===== src/rtl/tick_divider_chain_pkg.sv =====
// Shared defaults and elaboration helpers for the tick divider chain.
package tick_divider_chain_pkg;

    localparam int TICKDIV_BASE_W  = 22;
    localparam int TICKDIV_STAGE_W = 8;

    function automatic int clog2(input int value);
        int r;
        r = 0;
        for (int i = 0; i < 31; i++) begin
            if ((1 << i) < value) begin
                r = i + 1;
            end
        end
        return r;
    endfunction

    // Width of a stage index that can also encode one out-of-range value.
    function automatic int sel_w(input int num_stages);
        int w;
        w = clog2(num_stages + 1);
        return (w < 1) ? 1 : w;
    endfunction

endpackage


===== src/rtl/tick_divider_chain_if.sv =====
// Control/status bundle of the tick divider chain; divisor-write fields exist only
// when TICKDIV_RUNTIME_LOAD_EN is defined.
interface tick_divider_chain_if
    import tick_divider_chain_pkg::*;
#(
    parameter int NUM_STAGES = 3,
    parameter int BASE_W     = TICKDIV_BASE_W
);
    logic                  run;
    logic                  clear;
    logic [NUM_STAGES-1:0] tick;
    logic [NUM_STAGES-1:0] level;

`ifdef TICKDIV_RUNTIME_LOAD_EN
    localparam int SEL_W = sel_w(NUM_STAGES);

    logic              div_we;
    logic [SEL_W-1:0]  div_sel;
    logic [BASE_W-1:0] div_wdata;

    modport master (
        output run, clear, div_we, div_sel, div_wdata,
        input  tick, level
    );

    modport slave (
        input  run, clear, div_we, div_sel, div_wdata,
        output tick, level
    );
`else
    modport master (
        output run, clear,
        input  tick, level
    );

    modport slave (
        input  run, clear,
        output tick, level
    );
`endif

endinterface


===== src/rtl/tick_divider_chain_stage.sv =====
// One clock-enable divider: counts en_in pulses, emits a registered one-cycle tick
// every divisor pulses and toggles level with it. Divisor 0 behaves as 1.
module tick_divider_chain_stage #(
    parameter int CNT_W = 8
) (
    input  logic             clk,
    input  logic             rst,
    input  logic             en_in,
    input  logic [CNT_W-1:0] divisor,
    input  logic             clr,
    input  logic             load,
    output logic             tick,
    output logic             level
);
    logic [CNT_W-1:0] cnt;
    logic [CNT_W-1:0] last_cnt;

    assign last_cnt = (divisor == '0) ? '0 : divisor - CNT_W'(1);

    always_ff @(posedge clk) begin
        if (rst || clr) begin
            cnt   <= '0;
            tick  <= 1'b0;
            level <= 1'b0;
        end else if (load) begin
            // New divisor restarts the period; level keeps its phase.
            cnt  <= '0;
            tick <= 1'b0;
        end else if (en_in) begin
            if (cnt == last_cnt) begin
                cnt   <= '0;
                tick  <= 1'b1;
                level <= ~level;
            end else begin
                cnt  <= cnt + CNT_W'(1);
                tick <= 1'b0;
            end
        end else begin
            tick <= 1'b0;
        end
    end

endmodule


===== src/rtl/tick_divider_chain.sv =====
// Purpose: cascade of clock-enable dividers giving tick strobes and 50% levels per stage.
// Latency: tick[0] D0 cycles after restart, each later stage +1 clk after its source tick.
// Backpressure: none; run=0 pauses everything. TICKDIV_RUNTIME_LOAD_EN adds divisor writes.
module tick_divider_chain
    import tick_divider_chain_pkg::*;
#(
    parameter int          NUM_STAGES = 3,
    parameter int          BASE_W     = TICKDIV_BASE_W,
    parameter int unsigned BASE_DIV   = 390625,
    parameter int          STAGE_W    = TICKDIV_STAGE_W,
    parameter logic [((NUM_STAGES > 1) ? (NUM_STAGES - 1) : 1)*STAGE_W-1:0]
                           STAGE_DIVS = {8'd2, 8'd128}
) (
    input  logic                clk,
    input  logic                rst,
    tick_divider_chain_if.slave bus
);
`ifdef TICKDIV_RUNTIME_LOAD_EN
    localparam int SEL_W = sel_w(NUM_STAGES);
`endif

    logic [NUM_STAGES-1:0] tick_w;
    logic [NUM_STAGES-1:0] level_w;

    genvar k;
    generate
        for (k = 0; k < NUM_STAGES; k++) begin : g_stage
            localparam int CNT_W = (k == 0) ? BASE_W : STAGE_W;
            localparam int SLICE = (k == 0) ? 0 : k - 1;
            localparam logic [STAGE_W-1:0] STAGE_DEF = STAGE_DIVS[SLICE*STAGE_W +: STAGE_W];
            localparam logic [CNT_W-1:0] DEF_DIV =
                (k == 0) ? CNT_W'(BASE_DIV) : CNT_W'(STAGE_DEF);

            logic [CNT_W-1:0] divisor;
            logic             load;
            logic             en;

`ifdef TICKDIV_RUNTIME_LOAD_EN
            // Out-of-range selects match no stage, so such writes fall away.
            assign load = bus.div_we && (bus.div_sel == SEL_W'(k));

            always_ff @(posedge clk) begin
                if (rst) begin
                    divisor <= DEF_DIV;
                end else if (load && !bus.clear) begin
                    divisor <= bus.div_wdata[CNT_W-1:0];
                end
            end
`else
            assign load    = 1'b0;
            assign divisor = DEF_DIV;
`endif

            assign en = bus.run & ((k == 0) | tick_w[SLICE]);

            tick_divider_chain_stage #(
                .CNT_W(CNT_W)
            ) u_stage (
                .clk    (clk),
                .rst    (rst),
                .en_in  (en),
                .divisor(divisor),
                .clr    (bus.clear),
                .load   (load),
                .tick   (tick_w[k]),
                .level  (level_w[k])
            );
        end
    endgenerate

    assign bus.tick  = tick_w;
    assign bus.level = level_w;

endmodule

===== src/flat_wrapper.sv =====
// flat-port wrapper written by rule: the top's interface ports become plain ports
module tick_divider_chain_flat import tick_divider_chain_pkg::*;
#(
    parameter int          NUM_STAGES = 3,
    parameter int          BASE_W     = TICKDIV_BASE_W,
    parameter int unsigned BASE_DIV   = 390625,
    parameter int          STAGE_W    = TICKDIV_STAGE_W,
    parameter logic [((NUM_STAGES > 1) ? (NUM_STAGES - 1) : 1)*STAGE_W-1:0]
                           STAGE_DIVS = {8'd2, 8'd128}
)
  (clk, rst, bus_run, bus_clear, bus_tick, bus_level);
  tick_divider_chain_if #(.NUM_STAGES(NUM_STAGES), .BASE_W(BASE_W)) bus_i ();
  input  logic clk;
  input  logic rst;
  input wire logic [$bits(bus_i.run)-1:0] bus_run;
  input wire logic [$bits(bus_i.clear)-1:0] bus_clear;
  output wire logic [$bits(bus_i.tick)-1:0] bus_tick;
  output wire logic [$bits(bus_i.level)-1:0] bus_level;
  assign bus_i.run = bus_run;
  assign bus_i.clear = bus_clear;
  assign bus_tick = bus_i.tick;
  assign bus_level = bus_i.level;
  tick_divider_chain #(.NUM_STAGES(NUM_STAGES), .BASE_W(BASE_W), .BASE_DIV(BASE_DIV), .STAGE_W(STAGE_W), .STAGE_DIVS(STAGE_DIVS)) u_core (.clk(clk), .rst(rst), .bus(bus_i));
endmodule

===== config.mk =====
export PLATFORM = sky130hd
export DESIGN_NAME = tick_divider_chain_flat
export DESIGN_NICKNAME = d
export VERILOG_FILES = /design/src/rtl/tick_divider_chain_pkg.sv /design/src/rtl/tick_divider_chain_if.sv /design/src/rtl/tick_divider_chain_stage.sv /design/src/rtl/tick_divider_chain.sv /design/src/flat_wrapper.sv
export SDC_FILE = /design/constraint.sdc
export NUM_CORES = 1
export LEC_CHECK = 0
export ABC_CLOCK_PERIOD_IN_PS = 2230
export CAP_MARGIN = 20
export CORE_MARGIN = 2
export CORE_UTILIZATION = 57
export DETAILED_ROUTE_END_ITERATION = 16
export PLACE_DENSITY_LB_ADDON = 0.1
export SKIP_LAST_GASP = 1
export SYNTH_ARGS = -nofsm -noshare
export SYNTH_HDL_FRONTEND = slang
export SYNTH_HIERARCHICAL = 1
export SYNTH_SLANG_ARGS = --single-unit

===== constraint.sdc =====
create_clock -name clk -period 2.23 [get_ports clk]
set_input_delay 0.223 -clock clk [delete_from_list [all_inputs] [get_ports clk]]
set_output_delay 0.223 -clock clk [all_outputs]
set_load 0.005 [all_outputs]

* Word level (Yosys, flattened, before mapping)
Cells that the tools add are included.
** Word-level totals
- Register bits :: 44
- Input bits :: 4
- Output and inout port bits :: 6
- Word-level logic and storage cells :: 36
** Cells by class
- $add $sub $neg :: 3
- Equal/unequal tests :: 3
- Mux-type cells :: 6
- Bitwise gates (word level) :: 8
- Reduce and logical (&&, ||, !) cells :: 7
** Operators by type and width (count)
- $add 22x1->22 const B :: 1
- $eq 22x19->1 const B :: 1
- $mux 22 :: 1
- $add 8x1->8 const B :: 2
- $mux 8 :: 2
- $eq 8x1->1 const B :: 1
- $eq 8x7->1 const B :: 1
- $not 1->1 :: 6
- $reduce_and 2->1 :: 3
- $reduce_or 2->1 :: 3
- $mux 1 :: 3
- $and 1x1->1 :: 2
- $logic_or 1x1->1 :: 1

* Longest topological paths before layout
- Depth in word-level cells :: 3
- Mapped depth :: 12
- Depth with buffers taken out :: 11

* Modules after synthesis
Netlist, hierarchy kept.
** Modules (own cells, without submodules)
- tick_divider_chain_stage (u_core.g_stage[0].u_stage) :: times used 1, cells each 259, area each 2075.7 um2, seq. area each 480.5 um2
- tick_divider_chain_stage (u_core.g_stage[1].u_stage ...) :: times used 2, cells each 112, area each 904.6 um2, seq. area each 200.2 um2
- tick_divider_chain :: times used 1, cells each 4, area each 20.0 um2, seq. area each 0.0 um2

* Worst setup path before layout
OpenSTA, ideal clock, no wires.
- Path type :: reg-to-reg
- Start :: register u_core.g_stage[0].u_stage.cnt[14]
- End :: register u_core.g_stage[0].u_stage.level
- Library setup time :: 0.086 ns
- Arrival :: 2.257 ns
- Data required time :: 2.144 ns
- Path slack :: -0.112 ns
- Cell stages (with the launch flop) :: 9
- Path buffers :: 0
- Clock period less this slack :: 2.342 ns
- Path through :: dfxtp_1 > xnor2_1 > xnor2_1 > o21ai_1 > or4_4 > a2111oi_4 > nand4_2 > or3_1 > a211oi_1
** Between the ends
- Word-level cells in the longest chain between the ends :: 2
** Ends and longest elaborated chain
- start, declared :: RTL line tick_divider_chain_stage.sv:15 : logic [CNT_W-1:0] cnt;
- start signal, assigned :: RTL line tick_divider_chain_stage.sv:35 : cnt <= cnt + CNT_W'(1);
- $eq 22x19->1 :: RTL line tick_divider_chain_stage.sv:30 : if (cnt == last_cnt) begin
- $reduce_and 2->1 (no source line)
- end signal, assigned :: RTL line tick_divider_chain_stage.sv:33 : level <= ~level;
- end, declared :: RTL line tick_divider_chain_stage.sv:13 : output logic level
No other way between the ends.
A chain may end at the register's enable or synchronous reset.

* Worst setup path in the final report
Same ends and word-level chain as after synthesis.

==> run metrics <==
htree depth 2; routed vias/inst 5.08; first-pass GRT wire length ~15 mm; Ys Warns 6; largest net degree at the start of global routing 15; Cell Area, Placed ~0.0048 mm²; drt total wl 8.77 mm; type of the worst setup path reg -> reg; gr ovfl total 0; critical-path cell list xnor2_2 > xnor2_1 > o21ai_1 > or4_4 > a2111oi_4 > nand4_2 > or3_4 > a211oi_2; area growth from synthesis to layout 25.9%; crit path DAT 2.58 ns; routed len/inst about 12 µm; die width 86.8 µm; ANT cells 0; status finished with violations; number of global-route vias before repair ~3600; clock tree buffer depth 2; Leakage approximately 2.0 nW; CTS Root Cell clkbuf_8; DR DRC count 0; final setup violating endpoints 22; CP max stage delay approximately 0.53 ns; Req. time, crit path between 2 and 2.5 ns; final core occ roughly 73%; worst setup margin -0.133 ns; FP Rows 30; failing checks setup timing; fin crit share 106%; Die ar. approximately 0.0075 mm²; hpwl dp slightly above 7 mm; cell area after layout about 0.005 mm²; final hold vios 0; Post-CTS Setup Inserts 0; # nets final just under 700; count of different cell masters after synthesis between 70 and 80; Overall Global Routing Usage between 20 and 25%; CP startpoint kind flop; Synth async-reset ratio 0%; cell area after synthesis approximately 0.004 mm²; fmax roughly 420 MHz; Synth Flop Type dfxtp_1; Max IR drop VDD roughly 0.24 mV; sequential area share after synthesis between 20% and 30%; crit path max fanout 4; Antenna Nets Post-Route 0; standard cell core area about 0.0067 mm²; Post-Layout Cell Count ~750; unrepaired setup endpoints after global routing yes; Worst setup EP type flop; Buffers on Ports 9; clk_lat worst skew around 0.30 ns; clk slew on worst S/H paths around 0.09 ns; Max Slew Vio Count 0; Layout Skew roughly 0.011 ns; Hold Crit Class reg -> reg; Post-synth EDFFs 0; Iter 0 DRT Violations about 140; die span in y just under 90 µm; drt pass-1 iters 4; IO Count 10; CTS tree yes; Avg Inst Size Synth 8.02 µm²; vias post-DR 3828; cells after synthesis 487; WP buf/inv 0; total CTS buffers 5; fin crit period 2.36 ns; Synth Register Bits between 40 and 50; cts-stage hold buffer count 0; Max-Cap Viols 0; # placed instances ~750; layout cell share with drive strength beyond 1 under 10%; critical path's slowest cell or4_4; gpl congestion roughly 0.9; Initial Utilization about three fifths; Sink Count 44; antenna violations before repair 0; top cell family by delay on the critical path simple AND/OR/NAND/NOR gates; Cell Pwr Density 324 mW/mm²
==> state kept, by name, indices dropped and copies added, names as in the netlist <==
name                          cells
u_core/g_stage.u_stage/level      3
u_core/g_stage.u_stage/tick       3
u_core/g_stage.u_stage/cnt       38
==> cell usage in the layout (no fill, tap or decap), types with 13 or more instances in the layout <==
master / n
nand2_1: 36
xor2_1: 31
nor2_1: 53
buf_4: 22
or3_1: 13
nor3_1: 23
conb_1: 168
nand3_1: 13
nand4_1: 14
dfxtp_1: 43
inv_1: 15
xnor2_1: 30
==> worst min-delay path, delay by kind of cell, from the launching register on <==
| family | cells | cell delay (ns) |
|---|---|---|
| DFF | 1 | 0.32 |
| muxes | 1 | 0.05 |
| and+or+nand+nor | 1 | 0.06 |
==> through the flow <==
step / hold slack, ns / worst slack [ns] / total power, mW / setup TNS [ns]
after global placement: 0.453 / -0.0654 / 1.04 / -0.907
after CTS: 0.484 / -0.186 / 1.57 / -3.17
final: 0.477 / -0.133 / 1.59 / -1.61
after global routing: 0.512 / -0.236 / 1.67 / -3.84
after detailed placement: 0.471 / -0.183 / 1.04 / -3.64
after floorplan: 0.296 / 0.0569 / 1.03 / 0
==> cells in the mapped netlist, types with 3 or more instances <==
library cell	number	area, µm²
or3_1	14	87.6
xnor2_1	31	272
nor4_4	4	85.1
o31ai_1	6	45.0
o32ai_1	8	70.1
inv_1	15	56.3
xor3_1	3	71.3
nor4_1	12	75.1
a21oi_1	10	50.1
or2_2	8	50.1
buf_1	3	11.3
nand2b_1	8	50.1
a31oi_1	3	18.8
and3b_1	3	26.3
ha_1	6	75.1
mux2i_1	4	40.0
o21ai_0	10	50.1
o21a_1	4	30.0
dfxtp_1	44	881
a22oi_1	3	22.5
clkbuf_1	7	26.3
o221ai_1	3	26.3
nor2b_1	10	62.6
nand3_1	13	65.1
o21ai_1	3	15.0
and2_1	3	18.8
nor3_1	24	120
nor4b_1	4	35.0
and4_1	5	43.8
or4_1	6	45.0
buf_2	5	25.0
buf_6	3	33.8
and3_1	8	50.1
xor2_1	31	272
a211oi_1	7	52.6
nand4_1	14	87.6
nand2_1	36	135
nor3b_1	4	30.0
nor2_1	53	199
==> kinds of logic (layout without fill, tap and decap cells) <==
| group | count (synthesis) | count (layout) | share of synthesized area (%) |
|---|---|---|---|
| AND/OR/NAND/NOR | 247 | 247 | 37.6 |
| XOR/XNOR | 65 | 65 | 15.7 |
| flip-flops | 44 | 44 | 22.6 |
| buffers and inverters | 35 | 55 | 4.17 |
| AO/OA/AOI/OAI | 84 | 84 | 16.8 |
| other | 2 | 168 | 0.192 |
| adder cells (fa/ha/maj) | 6 | 6 | 1.92 |
| multiplexers | 4 | 4 | 1.03 |
==> area by class of cell <==
| class | count | area (µm²) |
|---|---|---|
| Timing Repair Buffer | 32 | 267 |
| Inverter | 15 | 56.3 |
| Clock buffer | 6 | 82.6 |
| Fill cell | 554 | 1800 |
| Clock inverter | 2 | 15.0 |
| Multi-Input combinational cell | 574 | 3510 |
| Tap cell | 80 | 100 |
| Sequential cell | 44 | 885 |
==> worst paths after layout <==
kind              slack (ns)                         startpoint  cells after the start                         endpoint
setup / recovery       -0.13  u_core/g_stage[0].u_stage/cnt[14]                      8  u_core/g_stage[0].u_stage/level
hold / removal          0.48    u_core/g_stage[2].u_stage/level                      2  u_core/g_stage[2].u_stage/level
setup reg to reg       -0.13  u_core/g_stage[0].u_stage/cnt[14]                      8  u_core/g_stage[0].u_stage/level
hold reg to reg         0.48    u_core/g_stage[2].u_stage/level                      2  u_core/g_stage[2].u_stage/level
==> power breakdown <==
group / total (mW) / switching (mW) / internal (mW)
logic: 0.273 / 0.169 / 0.104
clock network: 0.535 / 0.284 / 0.251
registers: 0.785 / 0.00129 / 0.784
total: 1.59 / 0.454 / 1.14
==> metal layers <==
metal	vias to the layer above	track usage [%]	part of all wire [%]
met5	-	0	0
met4	0	8.66	2.1
met3	20	2.48	3.0
met2	78	44.7	50
met1	1731	30.0	45
li1	1999	-	-
==> repair_timing <==
action                     4_1_cts  5_1_grt
pin swaps                        5        2
gates resized for setup          2        4
setup endpoints to repair       22       23
Power figures use the tool's default switching activity.
